--- src/rtl/seg_pkg.sv ---
// Shared 7-segment definitions: one code table used by both the encoder and the decoder.
// Patterns are normalised (1 = segment lit) and ordered g..a (bit6 = g, bit0 = a).
package seg_pkg;

  localparam logic [6:0] SEG_0     = 7'b0111111;
  localparam logic [6:0] SEG_1     = 7'b0000110;
  localparam logic [6:0] SEG_2     = 7'b1011011;
  localparam logic [6:0] SEG_3     = 7'b1001111;
  localparam logic [6:0] SEG_4     = 7'b1100110;
  localparam logic [6:0] SEG_5     = 7'b1101101;
  localparam logic [6:0] SEG_6     = 7'b1111101;
  localparam logic [6:0] SEG_7     = 7'b0000111;
  localparam logic [6:0] SEG_8     = 7'b1111111;
  localparam logic [6:0] SEG_9     = 7'b1101111;
  localparam logic [6:0] SEG_A     = 7'b1110111;
  localparam logic [6:0] SEG_B     = 7'b1111100;
  localparam logic [6:0] SEG_C     = 7'b0111001;
  localparam logic [6:0] SEG_D     = 7'b1011110;
  localparam logic [6:0] SEG_E     = 7'b1111001;
  localparam logic [6:0] SEG_F     = 7'b1110001;
  localparam logic [6:0] SEG_BLANK = 7'b0000000;

  localparam logic MODE_CC = 1'b1;
  localparam logic MODE_CA = 1'b0;

  typedef enum logic {
    SETTLE = 1'b0,
    LOCKED = 1'b1
  } seg_state_e;

endpackage

--- src/rtl/seg_lut.sv ---
// Combinational reverse lookup: normalised segment pattern -> hex digit plus legal/blank flags.
module seg_lut
  import seg_pkg::*;
(
  input  logic [6:0] pattern,
  output logic [3:0] digit,
  output logic       legal,
  output logic       is_blank
);

  always_comb begin
    digit = 4'h0;
    legal = 1'b1;
    case (pattern)
      SEG_0:   digit = 4'h0;
      SEG_1:   digit = 4'h1;
      SEG_2:   digit = 4'h2;
      SEG_3:   digit = 4'h3;
      SEG_4:   digit = 4'h4;
      SEG_5:   digit = 4'h5;
      SEG_6:   digit = 4'h6;
      SEG_7:   digit = 4'h7;
      SEG_8:   digit = 4'h8;
      SEG_9:   digit = 4'h9;
      SEG_A:   digit = 4'hA;
      SEG_B:   digit = 4'hB;
      SEG_C:   digit = 4'hC;
      SEG_D:   digit = 4'hD;
      SEG_E:   digit = 4'hE;
      SEG_F:   digit = 4'hF;
      default: legal = 1'b0;
    endcase
  end

  assign is_blank = (pattern == SEG_BLANK);

endmodule

--- src/rtl/seg_decoder.sv ---
// Recovers a hex digit from a raw 7-segment bus once the pattern has been stable
// for STABLE_CYCLES cycles after capture; reports legal, illegal or blank patterns.
module seg_decoder
  import seg_pkg::*;
#(
  parameter  int STABLE_CYCLES = 4,
  localparam int CNT_W         = $clog2(STABLE_CYCLES + 1)
) (
  input  logic       clk,
  input  logic       rst,
  input  logic       mode,
  input  logic [6:0] seg_in,
  output logic [3:0] hex_out,
  output logic       valid,
  output logic       err,
  output logic       blank,
  output logic       state_dbg
);

  // valid/err are single-cycle pulses with no ready: each stable episode produces at
  // most one of them, in the cycle the settle count completes; they are never high together.
  seg_state_e       state_q;
  logic [6:0]       sample_q;
  logic [6:0]       norm_d;
  logic [CNT_W-1:0] cnt_q;
  logic [3:0]       hex_q;
  logic             valid_q;
  logic             err_q;
  logic             blank_q;

  logic [3:0]       lut_digit;
  logic             lut_legal;
  logic             lut_blank;

  // A mode flip inverts norm_d, so it naturally restarts settling like any pattern change.
  assign norm_d = (mode == MODE_CC) ? seg_in : ~seg_in;

  seg_lut u_lut (
    .pattern  (sample_q),
    .digit    (lut_digit),
    .legal    (lut_legal),
    .is_blank (lut_blank)
  );

  always_ff @(posedge clk or posedge rst) begin
    if (rst) begin
      state_q  <= LOCKED;
      sample_q <= 7'b0;
      cnt_q    <= '0;
      hex_q    <= 4'h0;
      valid_q  <= 1'b0;
      err_q    <= 1'b0;
      blank_q  <= 1'b1;
    end else begin
      valid_q <= 1'b0;
      err_q   <= 1'b0;
      if (norm_d != sample_q) begin
        sample_q <= norm_d;
        cnt_q    <= '0;
        state_q  <= SETTLE;
      end else if (state_q == SETTLE) begin
        if (cnt_q == CNT_W'(STABLE_CYCLES - 1)) begin
          state_q <= LOCKED;
          if (lut_legal) begin
            hex_q   <= lut_digit;
            valid_q <= 1'b1;
            blank_q <= 1'b0;
          end else if (lut_blank) begin
            blank_q <= 1'b1;
          end else begin
            err_q   <= 1'b1;
            blank_q <= 1'b0;
          end
        end else begin
          cnt_q <= cnt_q + CNT_W'(1);
        end
      end
    end
  end

  assign hex_out   = hex_q;
  assign valid     = valid_q;
  assign err       = err_q;
  assign blank     = blank_q;
  assign state_dbg = state_q;

endmodule

--- config.mk ---
export PLATFORM = sky130hd
export DESIGN_NAME = seg_decoder
export DESIGN_NICKNAME = d
export VERILOG_FILES = /design/src/rtl/seg_pkg.sv /design/src/rtl/seg_lut.sv /design/src/rtl/seg_decoder.sv
export SDC_FILE = /design/constraint.sdc
export NUM_CORES = 1
export LEC_CHECK = 0
export ABC_AREA = 1
export ABC_CLOCK_PERIOD_IN_PS = 3300
export CAP_MARGIN = 20
export CELL_PAD_IN_SITES_DETAIL_PLACEMENT = 0
export CELL_PAD_IN_SITES_GLOBAL_PLACEMENT = 1
export CORE_UTILIZATION = 40
export CTS_BUF_LIST = sky130_fd_sc_hd__clkbuf_4 sky130_fd_sc_hd__clkbuf_8 sky130_fd_sc_hd__clkbuf_16
export DETAILED_ROUTE_END_ITERATION = 7
export HOLD_SLACK_MARGIN = 0.03
export PLACE_DENSITY = 0.85
export SLEW_MARGIN = 15
export SYNTH_ARGS = -nofsm -noshare
export SYNTH_HDL_FRONTEND = slang
export SYNTH_SLANG_ARGS = --single-unit
--- constraint.sdc ---
create_clock -name clk -period 3.3 [get_ports clk]
set_clock_uncertainty 0.15 [all_clocks]
set_input_delay 0.66 -clock clk [delete_from_list [all_inputs] [get_ports clk]]
set_output_delay 0.66 -clock clk [all_outputs]
set_load 0.02 [all_outputs]
Yosys cells after proc, flatten, opt, wreduce, memory -nomap -nowiden
Index checks and enable logic that the tools add are counted.
{"block": "word_totals", "inputBits": 10, "register_bits": 18, "wordCells": 56, "out_inout_bits": 8}
{"block": "classes", "eq_ne": 20, "mux": 20, "n_reduce_logical": 5, "n_addsub": 1, "bitwise": 3}
{"op": "equality test 7 bit, second input constant", "count": 12}
{"op": "case mux 4 bit (15 select lines)", "count": 1}
{"op": "OR reduction 16 bit", "count": 1}
{"op": "2-to-1 mux 1 bit", "count": 15}
{"op": "equality test 7 x 3 -> 1 bit, second input constant", "count": 2}
{"op": "equality test 7 x 6 -> 1 bit, second input constant", "count": 2}
{"op": "2-to-1 mux 3 bit", "count": 3}
{"op": "logical NOT 7 bit", "count": 1}
{"op": "2-to-1 mux 7 bit", "count": 1}
{"op": "inequality test 7 bit", "count": 1}
{"op": "NOT 7 bit", "count": 1}
{"op": "AND reduction 4 bit", "count": 1}
{"op": "adder 3 x 1 -> 3 bit, second input constant", "count": 1}
{"op": "equality test 3 x 2 -> 1 bit, second input constant", "count": 1}
{"op": "AND reduction 3 bit", "count": 1}
{"op": "inequality test 2 x 1 -> 1 bit, second input constant", "count": 1}
{"op": "inequality test 2 bit, second input constant", "count": 1}
{"op": "NOT 1 bit", "count": 2}
{"op": "AND reduction 2 bit", "count": 1}

Logic depth before layout (Yosys ltp)
Gate-level depths: netlist of run 1.
{"block": "depth", "depth_word": 7, "mapped_depth": 13, "depth_no_buf": 12}

Modules after synthesis
A second synthesis of run 1 with hierarchy kept.
{"block": "hier_totals", "cells_unflattened": 216, "hier_area_um2": 1451.4}
{"module": "seg_decoder", "cells_per_inst": 147, "seq_area_each_um2": 452.9, "area_each_um2": 1128.6, "n_inst": 1}
{"module": "seg_lut", "cells_per_inst": 69, "seq_area_each_um2": 0.0, "area_each_um2": 322.8, "n_inst": 1}

Worst setup path after synthesis of run 1
Ideal clock, no wire load.
{"block": "synth_path", "path_kind": "input port to flip-flop", "startpoint": "input mode", "endpoint": "register hex_q[0] (netlist: hex_out[0])", "required_ns": 3.033, "setup_ns": 0.117, "arrival_time_ns": 1.692, "slack_ns": 1.341, "cell_stages": 10, "n_path_buf": 1, "cell_sequence": "buf_6 or2_4 nand2_4 nand2_2 nand2_2 nand3_4 nor3_4 nand2_2 nand2_1 nand2_1"}
{"block": "synth_via", "elab_chain_len": 4}
{"item": "from (decl)", "line": "seg_decoder.sv:11", "source": "input logic mode,"}
{"item": "2-to-1 mux 7 bit", "line": "seg_decoder.sv:36", "source": "assign norm_d = (mode == MODE_CC) ? seg_in : ~seg_in;"}
{"item": "inequality test 7 bit", "line": "seg_decoder.sv:57", "source": "if (norm_d != sample_q) begin"}
{"item": "NOT 1 bit (no line)"}
{"item": "AND reduction 4 bit (no line)"}
{"item": "to (signal assigned)", "line": "seg_decoder.sv:65", "source": "hex_q <= lut_digit;"}
{"item": "to (decl)", "line": "seg_decoder.sv:26", "source": "logic [3:0] hex_q;"}
No other way between the ends.
A chain may end at the register's enable or synchronous reset.

Final worst setup path of run 1
{"block": "layout_path", "startpoint": "input mode", "endpoint": "register hex_q[2] (netlist: hex_out[2])"}
The elaborated chain is that of the path after synthesis.

==> impl_table.tex, run 1 <==
\begin{tabular}{lr}
\hline
Metric & Value \\
\hline
\multicolumn{2}{l}{\textbf{Synthesis}} \\
Netlist area before placement & 0.001241 mm2 \\
Dominant combinational cell family by area after synthesis & simple AND/OR/NAND/NOR gates \\
Flop and latch count out of synthesis & 18 \\
Syn. warnings & 0 \\
Post-Synth Adder-Cell Area & 0.02016 \\
Number of instances in the synthesized netlist & 191 \\
Area fraction in compound gates after synthesis & 0.02016 \\
Count of unique library cells instantiated by Yosys & 22 \\
Mapped Nets & 203 \\
Register area share after synthesis & 0.3649 \\
Multiplexer fraction of the synthesized cell area & 0.009073 \\
Post-synthesis xor/xnor area fraction & 0.007056 \\
Area fraction in and, or, nand and nor cells after synthesis & 0.4839 \\
Synth Area per Inst & 6.498 um2 \\
\multicolumn{2}{l}{\textbf{Die}} \\
Die Area & 0.003330 mm2 \\
Number of ports placed on the die boundary & 18 \\
Core Rows & 19 \\
Die height & 57.71 um \\
Initial core utilization & 0.4351 \\
Placeable Area & 0.002853 mm2 \\
Die W & 57.71 um \\
\multicolumn{2}{l}{\textbf{Setup path}} \\
Element type at the critical path end & flip-flop \\
Cell chain of the critical path & clkdlybuf4s50\_1 > inv\_2 > nand2\_1 > nand2\_1 > nand2\_1 > nand2\_1 > nor2\_1 > nand2\_1 > nor3\_4 > nand2\_2 > nand2\_1 > nand2\_1 \\
Startpoint types & primary input \\
CP Class & in -> reg \\
Number of buffers and inverters on the critical path & 2 \\
Arrival time at the worst endpoint & 2.37 ns \\
Cell with the most instances on the worst path & sky130\_fd\_sc\_hd\_\_nand2\_1 \\
Worst EP required & 3.34 ns \\
Family with the most delay on the worst path & simple AND/OR/NAND/NOR gates \\
Crit path max-delay cell type & sky130\_fd\_sc\_hd\_\_clkdlybuf4s50\_1 \\
Critical-path maximum fanout & 9 \\
Largest stage delay on the critical path & 0.64 ns \\
\multicolumn{2}{l}{\textbf{STA}} \\
Maximum clock rate & 428.4 MHz \\
Unrepaired setup endpoints after global routing & no \\
Final critical-path share of the clock period & 0.7073 \\
Final setup violation count & 0 \\
Final Hold Violating Endpoints & 0 \\
Final-layout setup total negative slack & 0 ns \\
Worst relative slew slack & 0.5369 \\
Measured slew at the worst slew-check pin & 0.6939 ns \\
Crit path time final & 2.334 ns \\
Slack of the critical path & 0.9659 ns \\
Pins over their slew limit & 0 \\
\multicolumn{2}{l}{\textbf{CTS}} \\
TritonCTS clock tree & done \\
Clock buffer count from CTS & 3 \\
Clock root buffer & sky130\_fd\_sc\_hd\_\_clkbuf\_4 \\
Clock-pin transition on the worst setup and hold timing paths & 0.11 ns \\
Clk Latency, worst-skew pair & 0.29 ns \\
Cts repair resizes & 0 \\
Clock net sink count & 18 \\
Buffer depth of the longest clock path & 2 \\
Post-CTS repair timing setup buffer count & 0 \\
Maximum level of the CTS H-tree & 1 \\
Hold\_buf cts & 0 \\
\multicolumn{2}{l}{\textbf{Placement}} \\
Routability congestion estimate & 0.8861 \\
Sum of net half-perimeters after detailed placement & 2126 um \\
Dpl ws & 0.6441 ns \\
Number of port buffers & 17 \\
\multicolumn{2}{l}{\textbf{Job}} \\
Max\_cap viols & 0 \\
\multicolumn{2}{l}{\textbf{Min path}} \\
Worst Hold Class & reg -> reg \\
\multicolumn{2}{l}{\textbf{Power and ir drop}} \\
Cell-internal power & 325.8 uW \\
Net switching share of the total power & 0.2907 \\
Max IR drop VDD & 225.7 uV \\
Power per Cell Area & 314.8 mW/mm2 \\
Power share of the sequential group & 0.520 \\
Power share of the clock group & 0.295 \\
Leakage & 0.0007814 uW \\
Reported net switching power & 133.5 uW \\
Power share of the combinational group & 0.185 \\
\multicolumn{2}{l}{\textbf{Global route}} \\
Via count of the first global-routing pass & 1143 \\
Global routing usage summed across all routing layers & 0.1868 \\
Pin count of the biggest net entering global routing & 19 \\
Total congestion overflow & 0 \\
Wire length of the first global-routing pass & 4892 um \\
Number of antenna violations at the first check in global routing & 0 \\
\multicolumn{2}{l}{\textbf{Finish}} \\
Layout overhead on the synthesized area & 17.54\% \\
Number of nets in the layout & 222 \\
Antenna Diode Count & 0 \\
Layout cells sized above 1 & 0.09091 \\
\multicolumn{2}{l}{\textbf{Outcome}} \\
Status & completed \\
\multicolumn{2}{l}{\textbf{Detailed routing}} \\
Total wirelength of the detailed-routed design & 2574 um \\
Overall via count from detail\_route & 1151 \\
Routed wire per std cell & 10.73 um \\
Via density & 4.796 \\
Remaining DRCs & 0 \\
Detailed-router iteration count before antenna repair & 4 \\
Remaining antenna violation count after routing & 0 \\
Detailed Route Iter0 Violations & 66 \\
\hline
\end{tabular}
[worst reg2reg max path: cells and delay by family (launching register included)]
kind / cells / cell delay (ns)
AND/OR/NAND/NOR: 11 / 1.07
buffers and inverters: 1 / 0.13
flip-flops: 1 / 0.47
[layer usage]
layer	wire [um]	vias up	global-route usage
met5	0	-	0
met4	25	0	0.07823
met3	94	4	0.02679
met2	1169	23	0.2973
met1	1284	506	0.2560
li1	-	618	-
[cells in the final DEF (no fill, tap or decap)]
| master | synthesis | layout |
|---|---|---|
| sky130_fd_sc_hd__nor2_1 | 31 | 31 |
| sky130_fd_sc_hd__o21ai_1 | 1 | 1 |
| sky130_fd_sc_hd__o21ai_0 | 2 | 2 |
| sky130_fd_sc_hd__nand3_1 | 20 | 20 |
| sky130_fd_sc_hd__clkbuf_4 | 0 | 3 |
| sky130_fd_sc_hd__dfrtp_1 | 16 | 16 |
| sky130_fd_sc_hd__inv_2 | 1 | 1 |
| sky130_fd_sc_hd__nand2_4 | 1 | 1 |
| sky130_fd_sc_hd__nand2_1 | 73 | 73 |
| sky130_fd_sc_hd__clkbuf_8 | 0 | 1 |
| sky130_fd_sc_hd__nand2_2 | 4 | 4 |
| sky130_fd_sc_hd__nor2_2 | 3 | 3 |
| sky130_fd_sc_hd__ha_1 | 2 | 2 |
| sky130_fd_sc_hd__dfstp_2 | 2 | 2 |
| sky130_fd_sc_hd__nand4_1 | 2 | 2 |
| sky130_fd_sc_hd__or2_4 | 1 | 1 |
| sky130_fd_sc_hd__xnor2_1 | 1 | 1 |
| sky130_fd_sc_hd__inv_1 | 23 | 23 |
| sky130_fd_sc_hd__nand3_4 | 1 | 1 |
| sky130_fd_sc_hd__a21oi_1 | 2 | 2 |
| sky130_fd_sc_hd__mux2_2 | 1 | 1 |
| sky130_fd_sc_hd__nor3_4 | 1 | 1 |
| sky130_fd_sc_hd__clkdlybuf4s50_1 | 0 | 17 |
[cell usage after synthesis]
cell / instances / share of area
sky130_fd_sc_hd__inv_2: 1 / 0.0030
sky130_fd_sc_hd__nand3_1: 20 / 0.081
sky130_fd_sc_hd__o21ai_0: 2 / 0.0081
sky130_fd_sc_hd__or2_4: 1 / 0.0071
sky130_fd_sc_hd__nand4_1: 2 / 0.010
sky130_fd_sc_hd__dfstp_2: 2 / 0.042
sky130_fd_sc_hd__nor2_1: 31 / 0.094
sky130_fd_sc_hd__a21oi_1: 2 / 0.0081
sky130_fd_sc_hd__ha_1: 2 / 0.020
sky130_fd_sc_hd__nand2_2: 4 / 0.020
sky130_fd_sc_hd__nand2_1: 73 / 0.22
sky130_fd_sc_hd__nand2_4: 1 / 0.0091
sky130_fd_sc_hd__nor3_4: 1 / 0.013
sky130_fd_sc_hd__nand3_4: 1 / 0.014
sky130_fd_sc_hd__nor2_2: 3 / 0.015
sky130_fd_sc_hd__buf_2: 1 / 0.0040
sky130_fd_sc_hd__o21ai_1: 1 / 0.0040
sky130_fd_sc_hd__buf_6: 2 / 0.018
sky130_fd_sc_hd__dfrtp_1: 16 / 0.32
sky130_fd_sc_hd__xnor2_1: 1 / 0.0071
sky130_fd_sc_hd__inv_1: 23 / 0.070
sky130_fd_sc_hd__mux2_2: 1 / 0.0091
[flip-flops by register name (all words and copies together), names as in the netlist]
name and flops:
err 1, blank 1, valid 1, state_dbg 1, cnt_q 3, sample_q 7, hex_out 4
[path summary, 6_finish.rpt]
path | from | slack [ns] | depth (start not counted) | to
max | mode | 0.97 | 12 | hex_out[2]$_DFFE_PP0P_
min reg2reg | blank$_DFFE_PP1P_ | 0.33 | 2 | blank$_DFFE_PP1P_
min | blank$_DFFE_PP1P_ | 0.33 | 2 | blank$_DFFE_PP1P_
max in group asynchronous | rst | 1.94 | 2 | sample_q[3]$_DFFE_PP0P_
max reg2reg | sample_q[5]$_DFFE_PP0P_ | 1.39 | 12 | hex_out[2]$_DFFE_PP0P_
min in group asynchronous | rst | 0.62 | 2 | err$_DFF_PP0_
[metrics by stage]
step                      utilization  hold slack, ns  cells  area, um2  total power (uW)
final                          0.5114          0.3349    240       1459             459.3
after global routing           0.5114          0.3616    240       1459             491.1
after CTS                      0.5114          0.3361    240       1459             466.3
after detailed placement       0.4987          0.3192    236       1423             327.7
after global placement         0.4987          0.3104    236       1423             326.4
after floorplan                     -          0.3559    191       1241             304.7
[kinds of logic (layout without fill, tap and decap cells)]
group | count (synthesis) | count (layout)
AOI/OAI and AO/OA | 5 | 5
xor gates and xnor gates | 1 | 1
adders and majority gates | 2 | 2
buffers and inverters | 27 | 45
DFF | 18 | 18
muxes | 1 | 1
and+or+nand+nor | 137 | 137
[layout make-up]
type / count / area, um2
Fill cell: 298 / 1394
Inverter: 24 / 90.09
Tap cell: 31 / 38.79
Clock buffer: 4 / 36.28
Sequential cell: 18 / 452.9
Multi-Input combinational cell: 146 / 670.6
Timing Repair Buffer: 17 / 170.2
[power groups by stage]
stage	clock network (uW)	registers [uW]	logic (uW)
after CTS	142	239	85.4
after global placement	0	243	83.9
after floorplan	0	238	67.0
after detailed placement	0	243	85.1
after global routing	152	241	98.5
final	136	239	84.8
Power figures use the tool's default switching activity.
==> run 2, diff against run 1 <==
- ABC_CLOCK_PERIOD_IN_PS: 3300 -> 2400
- CORE_UTILIZATION: 40 -> 37
- PLACE_DENSITY: 0.85 -> 0.8
- clock period: 3.3 -> 2.4 ns (I/O delays scaled with it)
==> run 2 against run 1 <==
Compared with the run above:
- setup slack lost 0.70 ns
- utilization is 3.9 points lower
- wire length up 3.5%
- critical path depth fell by 11
- total power is 39% higher
- combinational power increased by 37%
- register-to-register slack got worse by 0.92 ns
- first-iteration DRC count fell by 6.1%
- critical endpoint is now state_dbg
==> impl_table.tex, run 2 (synthesis gave the netlist of run 1 again) <==
\begin{tabular}{lr}
\hline
Metric & Value \\
\hline
\multicolumn{2}{l}{\textbf{Setup path}} \\
Worst EP required & 1.77 ns \\
Largest stage delay on the critical path & 0.62 ns \\
Cell chain of the critical path & clkdlybuf4s50\_1 \\
Reg2Reg Launch Point & sample\_q[5]\$\_DFFE\_PP0P\_ \\
Critical path capture point & state\_dbg \\
Arrival time at the worst endpoint & 1.51 ns \\
Family with the most delay on the worst path & buffers and inverters \\
CP Depth & 1 \\
Crit path max-delay cell type & sky130\_fd\_sc\_hd\_\_clkdlybuf4s50\_1 \\
Element type at the critical path end & output pin \\
Critical-path maximum fanout & 5 \\
Worst-case register-to-register setup slack & 0.47 ns \\
Number of buffers and inverters on the critical path & 1 \\
CP Class & reg -> out \\
Startpoint types & flip-flop \\
Start point of the critical path & state\_dbg\$\_DFF\_PP1\_ \\
Worst reg2reg path endpoint & hex\_out[3]\$\_DFFE\_PP0P\_ \\
Number of cells on the worst reg-to-reg path & 12 \\
\multicolumn{2}{l}{\textbf{Die}} \\
Die W & 59.92 um \\
Number of ports placed on the die boundary & 18 \\
Die height & 59.92 um \\
Die Area & 0.003590 mm2 \\
Core Rows & 20 \\
Placeable Area & 0.003128 mm2 \\
Initial core utilization & 0.3968 \\
\multicolumn{2}{l}{\textbf{Placement}} \\
Sum of net half-perimeters after detailed placement & 2149 um \\
Routability congestion estimate & 0.8339 \\
Number of instances in the placed design & 249 \\
Number of port buffers & 17 \\
\multicolumn{2}{l}{\textbf{STA}} \\
Crit path time final & 2.139 ns \\
Final hold slack & 0.3320 ns \\
Final setup violation count & 0 \\
Unrepaired setup endpoints after global routing & no \\
Pins over their slew limit & 0 \\
Measured slew at the worst slew-check pin & 0.7029 ns \\
Final Hold Violating Endpoints & 0 \\
Worst relative slew slack & 0.5309 \\
Final-layout setup total negative slack & 0 ns \\
Maximum clock rate & 467.5 MHz \\
Final critical-path share of the clock period & 0.8913 \\
\multicolumn{2}{l}{\textbf{Global route}} \\
Total congestion overflow & 0 \\
Pin count of the biggest net entering global routing & 19 \\
Number of antenna violations at the first check in global routing & 0 \\
Global routing usage summed across all routing layers & 0.1757 \\
Via count of the first global-routing pass & 1079 \\
Wire length of the first global-routing pass & 4698 um \\
\multicolumn{2}{l}{\textbf{Finish}} \\
Filler instances & 345 \\
Final non-filler cell total & 253 \\
Most frequent standard cell in the layout excluding fill and tap cells & sky130\_fd\_sc\_hd\_\_nand2\_1 \\
Flip-flop count of the largest register after layout & 7 \\
Antenna Diode Count & 0 \\
Finished Core Util & 0.4724 \\
Layout cells sized above 1 & 0.09091 \\
Layout overhead on the synthesized area & 19.05\% \\
Number of nets in the layout & 222 \\
Multi-input combinational cell area & 670.6 um2 \\
Most flops, register & sample\_q \\
Commonest non-fill, non-tap cells in the layout & sky130\_fd\_sc\_hd\_\_nand2\_1, sky130\_fd\_sc\_hd\_\_nor2\_1, sky130\_fd\_sc\_hd\_\_inv\_1 \\
FF+latch area & 452.9 um2 \\
\multicolumn{2}{l}{\textbf{Outcome}} \\
Status & completed \\
\multicolumn{2}{l}{\textbf{CTS}} \\
Clock net sink count & 18 \\
Clock-pin transition on the worst setup and hold timing paths & 0.10 ns \\
Buffer depth of the longest clock path & 2 \\
Maximum level of the CTS H-tree & 1 \\
Clk Latency, worst-skew pair & 0.30 ns \\
Clock root buffer & sky130\_fd\_sc\_hd\_\_clkbuf\_4 \\
Hold\_buf cts & 0 \\
TritonCTS clock tree & done \\
Clock buffer count from CTS & 3 \\
\multicolumn{2}{l}{\textbf{Power and ir drop}} \\
Power per Cell Area & 432.8 mW/mm2 \\
Leakage & 0.0007905 uW \\
Total power & 639.5 uW \\
Max IR drop VDD & 266.8 uV \\
\multicolumn{2}{l}{\textbf{Detailed routing}} \\
Via density & 4.668 \\
Detailed Route Iter0 Violations & 62 \\
Remaining antenna violation count after routing & 0 \\
Total wirelength of the detailed-routed design & 2663 um \\
Detailed-router iteration count before antenna repair & 4 \\
Overall via count from detail\_route & 1181 \\
Remaining DRCs & 0 \\
Routed wire per std cell & 10.53 um \\
\multicolumn{2}{l}{\textbf{Min path}} \\
Worst Hold Class & reg -> reg \\
\multicolumn{2}{l}{\textbf{Job}} \\
Max\_cap viols & 0 \\
\hline
\end{tabular}
-- run 2: worst min-delay path by stage --
stage	cells after the start	end	start
floorplan	1	cnt_q[0]$_DFFE_PP0P_	rst
global placement	2	hex_out[2]$_DFFE_PP0P_	hex_out[2]$_DFFE_PP0P_
detailed placement	2	hex_out[2]$_DFFE_PP0P_	hex_out[2]$_DFFE_PP0P_
CTS	2	hex_out[2]$_DFFE_PP0P_	hex_out[2]$_DFFE_PP0P_
global route	2	blank$_DFFE_PP1P_	blank$_DFFE_PP1P_
finish	2	blank$_DFFE_PP1P_	blank$_DFFE_PP1P_
-- run 2: metal layers --
layer / vias up / part of all wire / wire (um) / track usage
met5: - / 0 / 0 / 0
met4: 0 / 0.0075 / 20 / 0.04983
met3: 2 / 0.047 / 126 / 0.02597
met2: 28 / 0.45 / 1195 / 0.2794
met1: 525 / 0.50 / 1321 / 0.2470
li1: 626 / - / - / -
-- run 2: power by group --
part	leakage, uW	internal, uW	switching, uW
Sequential	0.000230	312	16.1
Clock	0.0000210	92.3	103
Combinational	0.000539	43.1	72.9
Total	0.000791	448	192
-- run 2: worst register-to-register path, stage by stage (launching register included) --
cell and delay (ns):
sky130_fd_sc_hd__dfrtp_1 0.47, sky130_fd_sc_hd__inv_1 0.12, sky130_fd_sc_hd__nand2_1 0.08, sky130_fd_sc_hd__nor2_1 0.22, sky130_fd_sc_hd__nand2_1 0.11, sky130_fd_sc_hd__nand2_1 0.09
sky130_fd_sc_hd__nor2_1 0.06, sky130_fd_sc_hd__nand2_1 0.07, sky130_fd_sc_hd__nor2_2 0.05, sky130_fd_sc_hd__nor2_2 0.15, sky130_fd_sc_hd__nand2_2 0.11, sky130_fd_sc_hd__nand2_1 0.08
sky130_fd_sc_hd__nand2_1 0.05
-- run 2: metrics by stage --
step	setup slack, ns	instance area [um2]
2_1_floorplan	0.6212	1241
3_3_place_gp	-0.03917	1439
3_5_place_dp	-0.1122	1439
4_1_cts	0.2086	1475
5_1_grt	0.2118	1478
6_report	0.2610	1478
-- run 2: cell type report --
cell class,count,share of cell area
multi-input cells,146,0.4539
inverters,24,0.06097
clock buffers,4,0.02456
well taps,44,0.03726
flip-flops and latches,18,0.3065
repair buffers,17,0.1169
-- run 2: repair_timing --
action,4_1_cts,5_1_grt
resized for setup,0,1
setup buffers,0,0
hold endpoints to repair,0,0
endpoints found under the setup margin,0,4
==> run 3, diff against run 2 <==
- CORE_ASPECT_RATIO: unset -> 2
==> run 3 against run 2 <==
Compared with the run above:
- setup slack improved by 0.0037 ns
- critical endpoint is now hex_out[0]$_DFFE_PP0P_
- global-route usage fell by 0.48 points
- combinational power up 4%
- highest routed layer unchanged
- via count is 3.3% higher
- critical path type is now in -> reg
==> impl_table.tex, run 3 (synthesis gave the netlist of run 1 again) <==
\begin{tabular}{lr}
\hline
Metric & Value \\
\hline
\multicolumn{2}{l}{\textbf{Setup path}} \\
Crit path max-delay cell type & sky130\_fd\_sc\_hd\_\_clkdlybuf4s50\_1 \\
Arrival time at the worst endpoint & 2.13 ns \\
Start point of the critical path & mode \\
Family with the most delay on the worst path & simple AND/OR/NAND/NOR gates \\
CP Class & in -> reg \\
Largest stage delay on the critical path & 0.45 ns \\
Worst EP required & 2.40 ns \\
Reg2Reg Launch Point & sample\_q[4]\$\_DFFE\_PP0P\_ \\
Cell with the most instances on the worst path & sky130\_fd\_sc\_hd\_\_nand2\_2 \\
Number of buffers and inverters on the critical path & 2 \\
Startpoint types & primary input \\
Critical-path maximum fanout & 5 \\
Cell chain of the critical path & clkdlybuf4s50\_1 > buf\_4 > or2\_4 > nand2\_4 > nand2\_2 > nand2\_2 > nand3\_4 > nor3\_4 > nand2\_2 > nand2\_1 > nand2\_1 \\
Element type at the critical path end & flip-flop \\
\multicolumn{2}{l}{\textbf{Finish}} \\
Most flops, register & sample\_q \\
Number of nets in the layout & 224 \\
Commonest non-fill, non-tap cells in the layout & sky130\_fd\_sc\_hd\_\_nand2\_1, sky130\_fd\_sc\_hd\_\_nor2\_1, sky130\_fd\_sc\_hd\_\_inv\_1 \\
Layout cells sized above 1 & 0.09953 \\
Filler instances & 360 \\
Finished Core Util & 0.4675 \\
Layout overhead on the synthesized area & 20.26\% \\
Most frequent standard cell in the layout excluding fill and tap cells & sky130\_fd\_sc\_hd\_\_nand2\_1 \\
Flip-flop count of the largest register after layout & 7 \\
Total non-filler cell area in the finished layout & 0.001493 mm2 \\
Antenna Diode Count & 0 \\
Final non-filler cell total & 242 \\
\multicolumn{2}{l}{\textbf{CTS}} \\
Buffer depth of the longest clock path & 2 \\
Clock buffer count from CTS & 3 \\
Clock net sink count & 18 \\
Maximum level of the CTS H-tree & 1 \\
Hold\_buf cts & 0 \\
Clk Latency, worst-skew pair & 0.25 ns \\
Clock root buffer & sky130\_fd\_sc\_hd\_\_clkbuf\_8 \\
Cts repair resizes & 0 \\
Post-CTS repair timing setup buffer count & 0 \\
Clock-pin transition on the worst setup and hold timing paths & 0.07 ns \\
TritonCTS clock tree & done \\
\multicolumn{2}{l}{\textbf{Die}} \\
Core Rows & 29 \\
Die W & 42.96 um \\
Placeable Area & 0.003193 mm2 \\
Initial core utilization & 0.3887 \\
Die Area & 0.003604 mm2 \\
Number of ports placed on the die boundary & 18 \\
Die height & 83.91 um \\
\multicolumn{2}{l}{\textbf{Global route}} \\
Wire length of the first global-routing pass & 4781 um \\
Pin count of the biggest net entering global routing & 19 \\
Number of antenna violations at the first check in global routing & 0 \\
Global routing usage summed across all routing layers & 0.1709 \\
Via count of the first global-routing pass & 1203 \\
Total congestion overflow & 0 \\
\multicolumn{2}{l}{\textbf{Power and ir drop}} \\
Total power & 698.2 uW \\
Power per Cell Area & 467.8 mW/mm2 \\
Leakage & 0.0007988 uW \\
Power share of the sequential group & 0.471 \\
Reported net switching power & 194.5 uW \\
Power share of the clock group & 0.356 \\
Net switching share of the total power & 0.2786 \\
Cell-internal power & 503.7 uW \\
Power share of the combinational group & 0.173 \\
Max IR drop VDD & 248.0 uV \\
\multicolumn{2}{l}{\textbf{Detailed routing}} \\
Remaining antenna violation count after routing & 0 \\
Via density & 5.041 \\
Overall via count from detail\_route & 1220 \\
Remaining DRCs & 0 \\
Total wirelength of the detailed-routed design & 2809 um \\
Detailed Route Iter0 Violations & 19 \\
Routed wire per std cell & 11.61 um \\
Detailed-router iteration count before antenna repair & 4 \\
\multicolumn{2}{l}{\textbf{STA}} \\
Final Hold Violating Endpoints & 0 \\
Final critical-path share of the clock period & 0.8897 \\
Final setup violation count & 0 \\
Unrepaired setup endpoints after global routing & no \\
Final-layout setup total negative slack & 0 ns \\
Pins over their slew limit & 0 \\
Worst relative slew slack & 0.5450 \\
Maximum clock rate & 468.3 MHz \\
Measured slew at the worst slew-check pin & 0.6818 ns \\
Crit path time final & 2.135 ns \\
\multicolumn{2}{l}{\textbf{Outcome}} \\
Status & completed \\
\multicolumn{2}{l}{\textbf{Min path}} \\
Worst Hold Class & reg -> reg \\
Start point of the worst hold path & hex\_out[1]\$\_DFFE\_PP0P\_ \\
\multicolumn{2}{l}{\textbf{Placement}} \\
Standard cell area after detailed placement & 0.001438 mm2 \\
Routability congestion estimate & 0.8884 \\
Sum of net half-perimeters after detailed placement & 2354 um \\
Number of port buffers & 17 \\
Number of instances in the placed design & 238 \\
\multicolumn{2}{l}{\textbf{Job}} \\
Max\_cap viols & 0 \\
\hline
\end{tabular}
## run 3: metrics by stage
| step | hold slack [ns] | setup slack, ns |
|---|---|---|
| after floorplan | 0.2671 | 0.6212 |
| after global placement | 0.3087 | 0.03232 |
| after detailed placement | 0.3074 | 0.001230 |
| after CTS | 0.3251 | 0.2728 |
| after global routing | 0.3531 | 0.1380 |
| final | 0.3199 | 0.2647 |
## run 3: cell type report
class                   count  area [um2]  share of cell area
repair buffers             19       185.2              0.1241
flip-flops and latches     18       452.9              0.3034
multi-input cells         146       670.6              0.4493
clock buffers               4       55.05             0.03688
inverters                  24       90.09             0.06035
well taps                  31       38.79             0.02598
## run 3: power groups by stage
stage               Clock [uW]  Combinational (uW)  Sequential (uW)
floorplan                    0                92.1              327
global placement             0                 120              334
detailed placement           0                 122              334
CTS                        256                 122              329
global route               268                 138              333
finish                     249                 121              329
## run 3: worst reg2reg max path, cell delays in order, from the launching register on
cell	delay (ns)
sky130_fd_sc_hd__dfrtp_1	0.48
sky130_fd_sc_hd__inv_1	0.13
sky130_fd_sc_hd__nand2_1	0.07
sky130_fd_sc_hd__nor2_1	0.24
sky130_fd_sc_hd__nand2_1	0.12
sky130_fd_sc_hd__nand2_1	0.09
sky130_fd_sc_hd__nor2_1	0.06
sky130_fd_sc_hd__nand2_1	0.08
sky130_fd_sc_hd__nor2_2	0.05
sky130_fd_sc_hd__nor2_2	0.15
sky130_fd_sc_hd__nand2_2	0.10
sky130_fd_sc_hd__nand2_1	0.08
sky130_fd_sc_hd__nand2_1	0.05
## run 3: worst paths after layout
check                                           to  slack (ns)  cells past startpoint
setup / recovery            hex_out[0]$_DFFE_PP0P_        0.26                     11
hold / removal              hex_out[1]$_DFFE_PP0P_        0.32                      2
setup reg to reg            hex_out[0]$_DFFE_PP0P_        0.45                     12
hold reg to reg             hex_out[1]$_DFFE_PP0P_        0.32                      2
max in group asynchronous  sample_q[1]$_DFFE_PP0P_        1.19                      2
min in group asynchronous  sample_q[6]$_DFFE_PP0P_        0.48                      2
## run 3: metal layers
layer	part of all wire	vias up	GRT usage
met1	0.36	561	0.1592
met3	0.020	10	0.01948
met5	0	-	0
li1	-	625	-
met4	0.042	0	0.09091
met2	0.58	24	0.3333
